**config.mk**
```make
export PLATFORM = sky130hd
export DESIGN_NAME = ct_f_spsram_arb_ctrl_flat
export DESIGN_NICKNAME = d
export VERILOG_FILES = /design/src/rtl/ct_f_spsram_arb_ctrl_if.sv /design/src/rtl/ct_f_spsram_arb_ctrl.sv /design/src/flat_wrapper.sv
export SDC_FILE = /design/constraint.sdc
export NUM_CORES = 1
export LEC_CHECK = 0
export ABC_AREA = 1
export BUFFER_PORTS_ARGS = -buffer_cell sky130_fd_sc_hd__clkbuf_2
export CAP_MARGIN = 20
export CORE_AREA = 5 5 320 322
export DETAILED_ROUTE_END_ITERATION = 10
export DIE_AREA = 0 0 325 327
export HOLD_SLACK_MARGIN = 0.03
export PLACE_DENSITY_LB_ADDON = 0.3
export SYNTH_ARGS = -nofsm -noshare
export SYNTH_HDL_FRONTEND = slang
export SYNTH_SLANG_ARGS = --single-unit
```
**constraint.sdc**
```tcl
create_clock -name CLK -period 10.1 [get_ports CLK]
set_input_delay 1.515 -clock CLK [delete_from_list [all_inputs] [get_ports CLK]]
set_output_delay 1.515 -clock CLK [all_outputs]
set_load 0.05 [all_outputs]
```
**src/rtl/ct_f_spsram_arb_ctrl_if.sv**
```systemverilog
// ---------------------------------------------------------------------------
// ct_f_spsram_arb_ctrl_if
// Requester-side bus of the single-port SRAM arbiter: two request ports plus
// the shared read-return path.
//
// Handshake: req_n is the valid and gnt_n is the ready of port n. An access
// transfers in the cycle where req_n && gnt_n are both 1. Until then the
// requester holds req_n, wr_n, addr_n and wdata_n stable. Dropping req_n
// before a grant withdraws the request with no side effect. A read granted
// in cycle N returns in cycle N+1 as a one-cycle rvld_n pulse with rdata.
//
// Signals
//   req_0/1, wr_0/1      requester -> ctrl  request, 1 = write / 0 = read
//   addr_0/1             requester -> ctrl  word address
//   wdata_0/1            requester -> ctrl  write data
//   gnt_0/1              ctrl -> requester  combinational grant
//   rvld_0/1             ctrl -> requester  read-return valid
//   rdata                ctrl -> requester  shared read data
// ---------------------------------------------------------------------------
interface ct_f_spsram_arb_ctrl_if #(
  parameter int ADDR_WIDTH = 14,
  parameter int DATA_WIDTH = 128
);
  logic                  req_0;
  logic                  req_1;
  logic                  wr_0;
  logic                  wr_1;
  logic [ADDR_WIDTH-1:0] addr_0;
  logic [ADDR_WIDTH-1:0] addr_1;
  logic [DATA_WIDTH-1:0] wdata_0;
  logic [DATA_WIDTH-1:0] wdata_1;
  logic                  gnt_0;
  logic                  gnt_1;
  logic                  rvld_0;
  logic                  rvld_1;
  logic [DATA_WIDTH-1:0] rdata;

  modport master (
    output req_0, req_1, wr_0, wr_1, addr_0, addr_1, wdata_0, wdata_1,
    input  gnt_0, gnt_1, rvld_0, rvld_1, rdata
  );

  modport slave (
    input  req_0, req_1, wr_0, wr_1, addr_0, addr_1, wdata_0, wdata_1,
    output gnt_0, gnt_1, rvld_0, rvld_1, rdata
  );
endinterface

```
**src/rtl/ct_f_spsram_arb_ctrl.sv**
```systemverilog
// ---------------------------------------------------------------------------
// ct_f_spsram_arb_ctrl
// Two-requester round-robin arbiter in front of one single-port SRAM.
// After reset it clears every SRAM word to zero (INIT), then serves one
// granted access per cycle (RUN).
//
// Ports
//   CLK, RST     clock; synchronous active-high reset
//   bus          requester bus (slave side), see ct_f_spsram_arb_ctrl_if
//   init_done    1 once the SRAM clear has completed
//   A, CEN, GWEN, WEN, D   SRAM address / controls (active-low) / write data
//   Q            SRAM read data, valid the cycle after a read access
//   fsm_state    debug view of the FSM state (0 = INIT, 1 = RUN)
// ---------------------------------------------------------------------------
module ct_f_spsram_arb_ctrl #(
  parameter int ADDR_WIDTH = 14,
  parameter int DATA_WIDTH = 128
) (
  input  logic                    CLK,
  input  logic                    RST,
  ct_f_spsram_arb_ctrl_if.slave   bus,
  output logic                    init_done,
  output logic [ADDR_WIDTH-1:0]   A,
  output logic                    CEN,
  output logic                    GWEN,
  output logic [DATA_WIDTH-1:0]   WEN,
  output logic [DATA_WIDTH-1:0]   D,
  input  logic [DATA_WIDTH-1:0]   Q,
  output logic                    fsm_state
);

  typedef enum logic {
    S_INIT = 1'b0,
    S_RUN  = 1'b1
  } state_t;

  localparam logic [ADDR_WIDTH-1:0] LAST_ADDR = '1;

  state_t                state;
  logic [ADDR_WIDTH-1:0] init_cnt;
  logic                  done_q;
  logic                  rr_q;      // 0: requester 0 wins a tie, 1: requester 1
  logic                  rvld0_q;
  logic                  rvld1_q;
  logic                  g0;
  logic                  g1;

  // Grants are combinational so the access happens in the request cycle.
  always_comb begin
    g0 = 1'b0;
    g1 = 1'b0;
    if (!RST && state == S_RUN) begin
      g0 = bus.req_0 & (~bus.req_1 | ~rr_q);
      g1 = bus.req_1 & (~bus.req_0 |  rr_q);
    end
  end

  // SRAM pins. The RST gate keeps the macro idle even before the first
  // reset edge has put the FSM into a known state.
  always_comb begin
    CEN  = 1'b1;
    GWEN = 1'b1;
    WEN  = '1;
    A    = init_cnt;
    D    = '0;
    if (!RST) begin
      if (state == S_INIT) begin
        CEN  = 1'b0;
        GWEN = 1'b0;
        WEN  = '0;
      end else if (g0) begin
        CEN = 1'b0;
        A   = bus.addr_0;
        if (bus.wr_0) begin
          GWEN = 1'b0;
          WEN  = '0;
          D    = bus.wdata_0;
        end
      end else if (g1) begin
        CEN = 1'b0;
        A   = bus.addr_1;
        if (bus.wr_1) begin
          GWEN = 1'b0;
          WEN  = '0;
          D    = bus.wdata_1;
        end
      end
    end
  end

  always_ff @(posedge CLK) begin
    if (RST) begin
      state    <= S_INIT;
      init_cnt <= '0;
      done_q   <= 1'b0;
      rr_q     <= 1'b0;
      rvld0_q  <= 1'b0;
      rvld1_q  <= 1'b0;
    end else begin
      // g0/g1 are forced low in INIT, so no read return can start there.
      rvld0_q <= g0 & ~bus.wr_0;
      rvld1_q <= g1 & ~bus.wr_1;
      case (state)
        S_INIT: begin
          init_cnt <= init_cnt + 1'b1;
          if (init_cnt == LAST_ADDR) begin
            state  <= S_RUN;
            done_q <= 1'b1;
          end
        end
        S_RUN: begin
          // Any grant hands priority to the other requester.
          if (g0) begin
            rr_q <= 1'b1;
          end else if (g1) begin
            rr_q <= 1'b0;
          end
        end
        default: state <= S_INIT;
      endcase
    end
  end

  // A reset arriving one cycle after a read grant must suppress its return,
  // hence the combinational RST gate on the registered flags.
  assign bus.gnt_0  = g0;
  assign bus.gnt_1  = g1;
  assign bus.rvld_0 = rvld0_q & ~RST;
  assign bus.rvld_1 = rvld1_q & ~RST;
  assign bus.rdata  = Q;
  assign init_done  = done_q & ~RST;
  assign fsm_state  = (state == S_RUN);

endmodule

```
**src/flat_wrapper.sv**
```systemverilog
// flat-port wrapper written by rule: the top's interface ports become plain ports
module ct_f_spsram_arb_ctrl_flat 
#(
  parameter int ADDR_WIDTH = 14,
  parameter int DATA_WIDTH = 128
)
  (CLK, RST, init_done, A, CEN, GWEN, WEN, D, Q, fsm_state, bus_req_0, bus_req_1, bus_wr_0, bus_wr_1, bus_addr_0, bus_addr_1, bus_wdata_0, bus_wdata_1, bus_gnt_0, bus_gnt_1, bus_rvld_0, bus_rvld_1, bus_rdata);
  ct_f_spsram_arb_ctrl_if #(.ADDR_WIDTH(ADDR_WIDTH), .DATA_WIDTH(DATA_WIDTH)) bus_i ();
  input  logic CLK;
  input  logic RST;
  output logic init_done;
  output logic [ADDR_WIDTH-1:0] A;
  output logic CEN;
  output logic GWEN;
  output logic [DATA_WIDTH-1:0] WEN;
  output logic [DATA_WIDTH-1:0] D;
  input  logic [DATA_WIDTH-1:0] Q;
  output logic fsm_state;
  input wire logic [$bits(bus_i.req_0)-1:0] bus_req_0;
  input wire logic [$bits(bus_i.req_1)-1:0] bus_req_1;
  input wire logic [$bits(bus_i.wr_0)-1:0] bus_wr_0;
  input wire logic [$bits(bus_i.wr_1)-1:0] bus_wr_1;
  input wire logic [$bits(bus_i.addr_0)-1:0] bus_addr_0;
  input wire logic [$bits(bus_i.addr_1)-1:0] bus_addr_1;
  input wire logic [$bits(bus_i.wdata_0)-1:0] bus_wdata_0;
  input wire logic [$bits(bus_i.wdata_1)-1:0] bus_wdata_1;
  output wire logic [$bits(bus_i.gnt_0)-1:0] bus_gnt_0;
  output wire logic [$bits(bus_i.gnt_1)-1:0] bus_gnt_1;
  output wire logic [$bits(bus_i.rvld_0)-1:0] bus_rvld_0;
  output wire logic [$bits(bus_i.rvld_1)-1:0] bus_rvld_1;
  output wire logic [$bits(bus_i.rdata)-1:0] bus_rdata;
  assign bus_i.req_0 = bus_req_0;
  assign bus_i.req_1 = bus_req_1;
  assign bus_i.wr_0 = bus_wr_0;
  assign bus_i.wr_1 = bus_wr_1;
  assign bus_i.addr_0 = bus_addr_0;
  assign bus_i.addr_1 = bus_addr_1;
  assign bus_i.wdata_0 = bus_wdata_0;
  assign bus_i.wdata_1 = bus_wdata_1;
  assign bus_gnt_0 = bus_i.gnt_0;
  assign bus_gnt_1 = bus_i.gnt_1;
  assign bus_rvld_0 = bus_i.rvld_0;
  assign bus_rvld_1 = bus_i.rvld_1;
  assign bus_rdata = bus_i.rdata;
  ct_f_spsram_arb_ctrl #(.ADDR_WIDTH(ADDR_WIDTH), .DATA_WIDTH(DATA_WIDTH)) u_core (.CLK(CLK), .RST(RST), .bus(bus_i), .init_done(init_done), .A(A), .CEN(CEN), .GWEN(GWEN), .WEN(WEN), .D(D), .Q(Q), .fsm_state(fsm_state));
endmodule
```
==> summary.txt <==
Synth
  • Synth async-reset ratio: 0%
  • Synth Flop Type: dfxtp_1
  • Unique masters post-synth: 25
  • Post-synthesis register bit count: 19
  • Syn Nets: 1,339
  • Post-Synthesis Cells: 920
  • Mapped cell area: 5330 um^2
  • Synthesis warning total: 0
  • EDFF count, synth: 0
  • Syn_area_per_cell: 5.79 um^2
  • Sequential share of the synthesized area: 7.14%

Floorplan
  • Initial Utilization: 5.37%
  • Ports: 824
  • Total core area: between 90,000 and 100,000 um^2
  • Number of placement rows: around 120
  • Die Ht: ~330 um
  • Die W: 325 um
  • Die area: 106,000 um^2

Clocking
  • H-tree depth: 1
  • Total CTS buffers: 3
  • Skew-Pair Late Insertion Delay: 0.25 ns
  • Clock sink count: 19
  • Post-CTS setup buffers: 0
  • Clock transition at path regs: about 0.06 ns
  • Cts repair resizes: 0
  • Clock buffer depth: 2
  • Post-cts hold buffer count: 0
  • Clock tree root driver cell: clkbuf_16
  • CTS tree: yes

Routing
  • Routed Antenna Nets: 0
  • Initial DRC count: 370
  • Vias: 6,902
  • DRT Pass-1 Iters: 5
  • WL per Instance: 19.0 um
  • WL final: ~47,000 um
  • DRC: 0
  • Post-DR vias/cell: around 2.8

Placed design
  • Placed Cells: 2,473
  • HPWL after detailed placement: 41,800 um
  • RD Place Congestion: a little under 0.8
  • Port buffer count: 567

Cells and area
  • Share of layout cells above drive strength 1: 50.6%
  • FILL cells: about 12k
  • Post-Layout Cell Count: 2,481
  • Synth-to-Final Area Change: 44.8%
  • Final net count: 1,600

Critical path
  • Required time worst endpoint: 8.59 ns
  • Worst R2R Start: u_core.fsm_state$_SDFF_PP0_
  • CP max stage cell: buf_4
  • Most used cell, CP: clkbuf_2
  • FF-to-FF setup slack: 8.48 ns
  • Crit path launch type: primary input
  • End of the critical path: D[59]
  • FF-to-FF End: u_core.rr_q$_SDFFE_PP0P_
  • CP startpoint: RST
  • Arrival @ worst endpoint: 4.69 ns
  • Cell Chain, Critical Path: clkbuf_2, inv_4, nand2_2, inv_2, nand3_4, inv_6, buf_4, nand3_1, nand2_1, clkbuf_2
  • Kind of critical path: in -> out
  • CP peak stage delay: 0.75 ns
  • CP Capture Type: primary output
  • Crit-path max FO: 72
  • Worst Reg2Reg Path Length in Cells: 3

Timing
  • Max Fclk: 161 MHz
  • Final Hold Fails: 0
  • RSZ-0062 raised after global routing: false
  • Skew final: 0.00268 ns
  • Slew HR: 40.9%
  • Tmin final: 6.20 ns
  • Worst Tran Pin Value: 0.887 ns
  • Final setup violating endpoints: 0
  • Setup tns final: 0 ns
  • Final-report max-slew violation count: 0
  • Fin crit share: 61.4%

GRT
  • Vias in the first global route: 7,105
  • Antenna violations before repair: 14
  • First-pass GRT wire length: a little over 60,000 um
  • Pin count of the biggest net entering global routing: 130
  • GRT Residual Overflow: 0
  • GRT Overall Usage: 8.22%

Power and ir drop
  • Lkg Pwr: ~0.0042 uW
  • Peak supply drop: 0.0561 mV
  • Power density over the cells: 50.5 nW/um^2

Job
  • Max Cap Viol: 0

Status
  • Status: completed

Min path
  • Worst Hold Class: reg -> reg
## per-layer routing
| metal | global-route usage (%) | up-vias | part of all wire (%) |
|---|---|---|---|
| li1 | - | 3256 | - |
| met1 | 8.64 | 3075 | 36 |
| met2 | 14.0 | 475 | 46 |
| met3 | 5.38 | 84 | 15 |
| met4 | 1.54 | 12 | 2.6 |
| met5 | 0 | - | 0.31 |
## flip-flops by register name, indices dropped and copies added, names as in the netlist
signal	cells
u_core.done_q	1
u_core.fsm_state	1
u_core.init_cnt	14
u_core.rr_q	1
u_core.rvld0_q	1
u_core.rvld1_q	1
## placed cells by master (no fill, tap or decap), types with 3 or more instances in the layout
| cell type | instances |
|---|---|
| nor2_1 | 27 |
| nand2_1 | 209 |
| nand3_2 | 10 |
| buf_4 | 5 |
| clkbuf_16 | 3 |
| dfxtp_1 | 19 |
| nand3_1 | 258 |
| nand4_1 | 3 |
| clkbuf_2 | 565 |
| diode_2 | 3 |
| o21ai_0 | 25 |
| a21oi_1 | 8 |
| inv_1 | 28 |
## worst min-delay path by stage
stage | depth (start not counted) | slack [ns] | to | start
after floorplan | 2 | 0.42 | u_core.done_q$_SDFFE_PP0P_ | u_core.done_q$_SDFFE_PP0P_
after global placement | 2 | 0.46 | u_core.done_q$_SDFFE_PP0P_ | u_core.done_q$_SDFFE_PP0P_
after detailed placement | 2 | 0.46 | u_core.done_q$_SDFFE_PP0P_ | u_core.done_q$_SDFFE_PP0P_
after CTS | 2 | 0.47 | u_core.done_q$_SDFFE_PP0P_ | u_core.done_q$_SDFFE_PP0P_
after global routing | 2 | 0.51 | u_core.done_q$_SDFFE_PP0P_ | u_core.done_q$_SDFFE_PP0P_
final | 2 | 0.47 | u_core.done_q$_SDFFE_PP0P_ | u_core.done_q$_SDFFE_PP0P_
## stage by stage
step | hold slack (ns) | total power, uW | setup slack, ns | util (%) | cell area (um^2)
global route | 0.505 | 408 | 3.66 | 7.76 | 7710
CTS | 0.473 | 394 | 3.71 | 7.73 | 7680
global placement | 0.460 | 310 | 3.68 | 7.65 | 7600
detailed placement | 0.460 | 310 | 3.71 | 7.65 | 7600
floorplan | 0.424 | 387 | 3.66 | - | 5330
finish | 0.469 | 390 | 3.90 | 7.77 | 7710
## power breakdown
part           internal [uW]  leakage [uW]  switching, uW
Sequential              76.0      0.000154           1.27
Combinational           62.0       0.00396            167
Clock                   53.1     0.0000409           30.1
## synth_stat cells (2+ instances only)
cell        n  share of area [%]
buf_4     260                 37
nand3_1   258                 24
nand2_1   210                 15
inv_1      28                2.0
nor2_1     27                1.9
o21ai_0    25                2.3
buf_2      21                2.0
clkbuf_1   19                1.3
dfxtp_1    19                7.1
nand3_2    10                1.9
buf_6       9                1.9
a21oi_1     8               0.75
buf_1       8               0.56
nand4_1     3               0.35
inv_2       2               0.14
inv_4       2               0.23
nor2_2      2               0.23
nor3_1      2               0.19
## logic make-up (layout without fill, tap and decap cells)
kind of cell	Yosys count	after routing	synth area share, %
other cells	0	3	0
compound gates	35	35	3.38
buf+inv	350	610	45.1
simple gates	515	515	44.2
fa+ha+maj	1	1	0.235
flops	19	19	7.14
## final cells by class
type                            instances  area (um^2)  area share (%)
Sequential cell                        19          380            4.93
Timing Repair Buffer                  574         2940            38.1
Inverter                               32          128            1.65
Antenna cell                            3         7.51          0.0973
Tap cell                             1298         1620            21.1
Clock buffer                            3         75.1           0.973
Clock inverter                          1         5.00          0.0649
Multi-Input combinational cell        551         2560            33.2
## critical path, delay by kind of cell
family        cells  cell delay [ns]
simple gates      4             0.95
buf+inv           6             2.04
(Power assumes the default switching activity.)
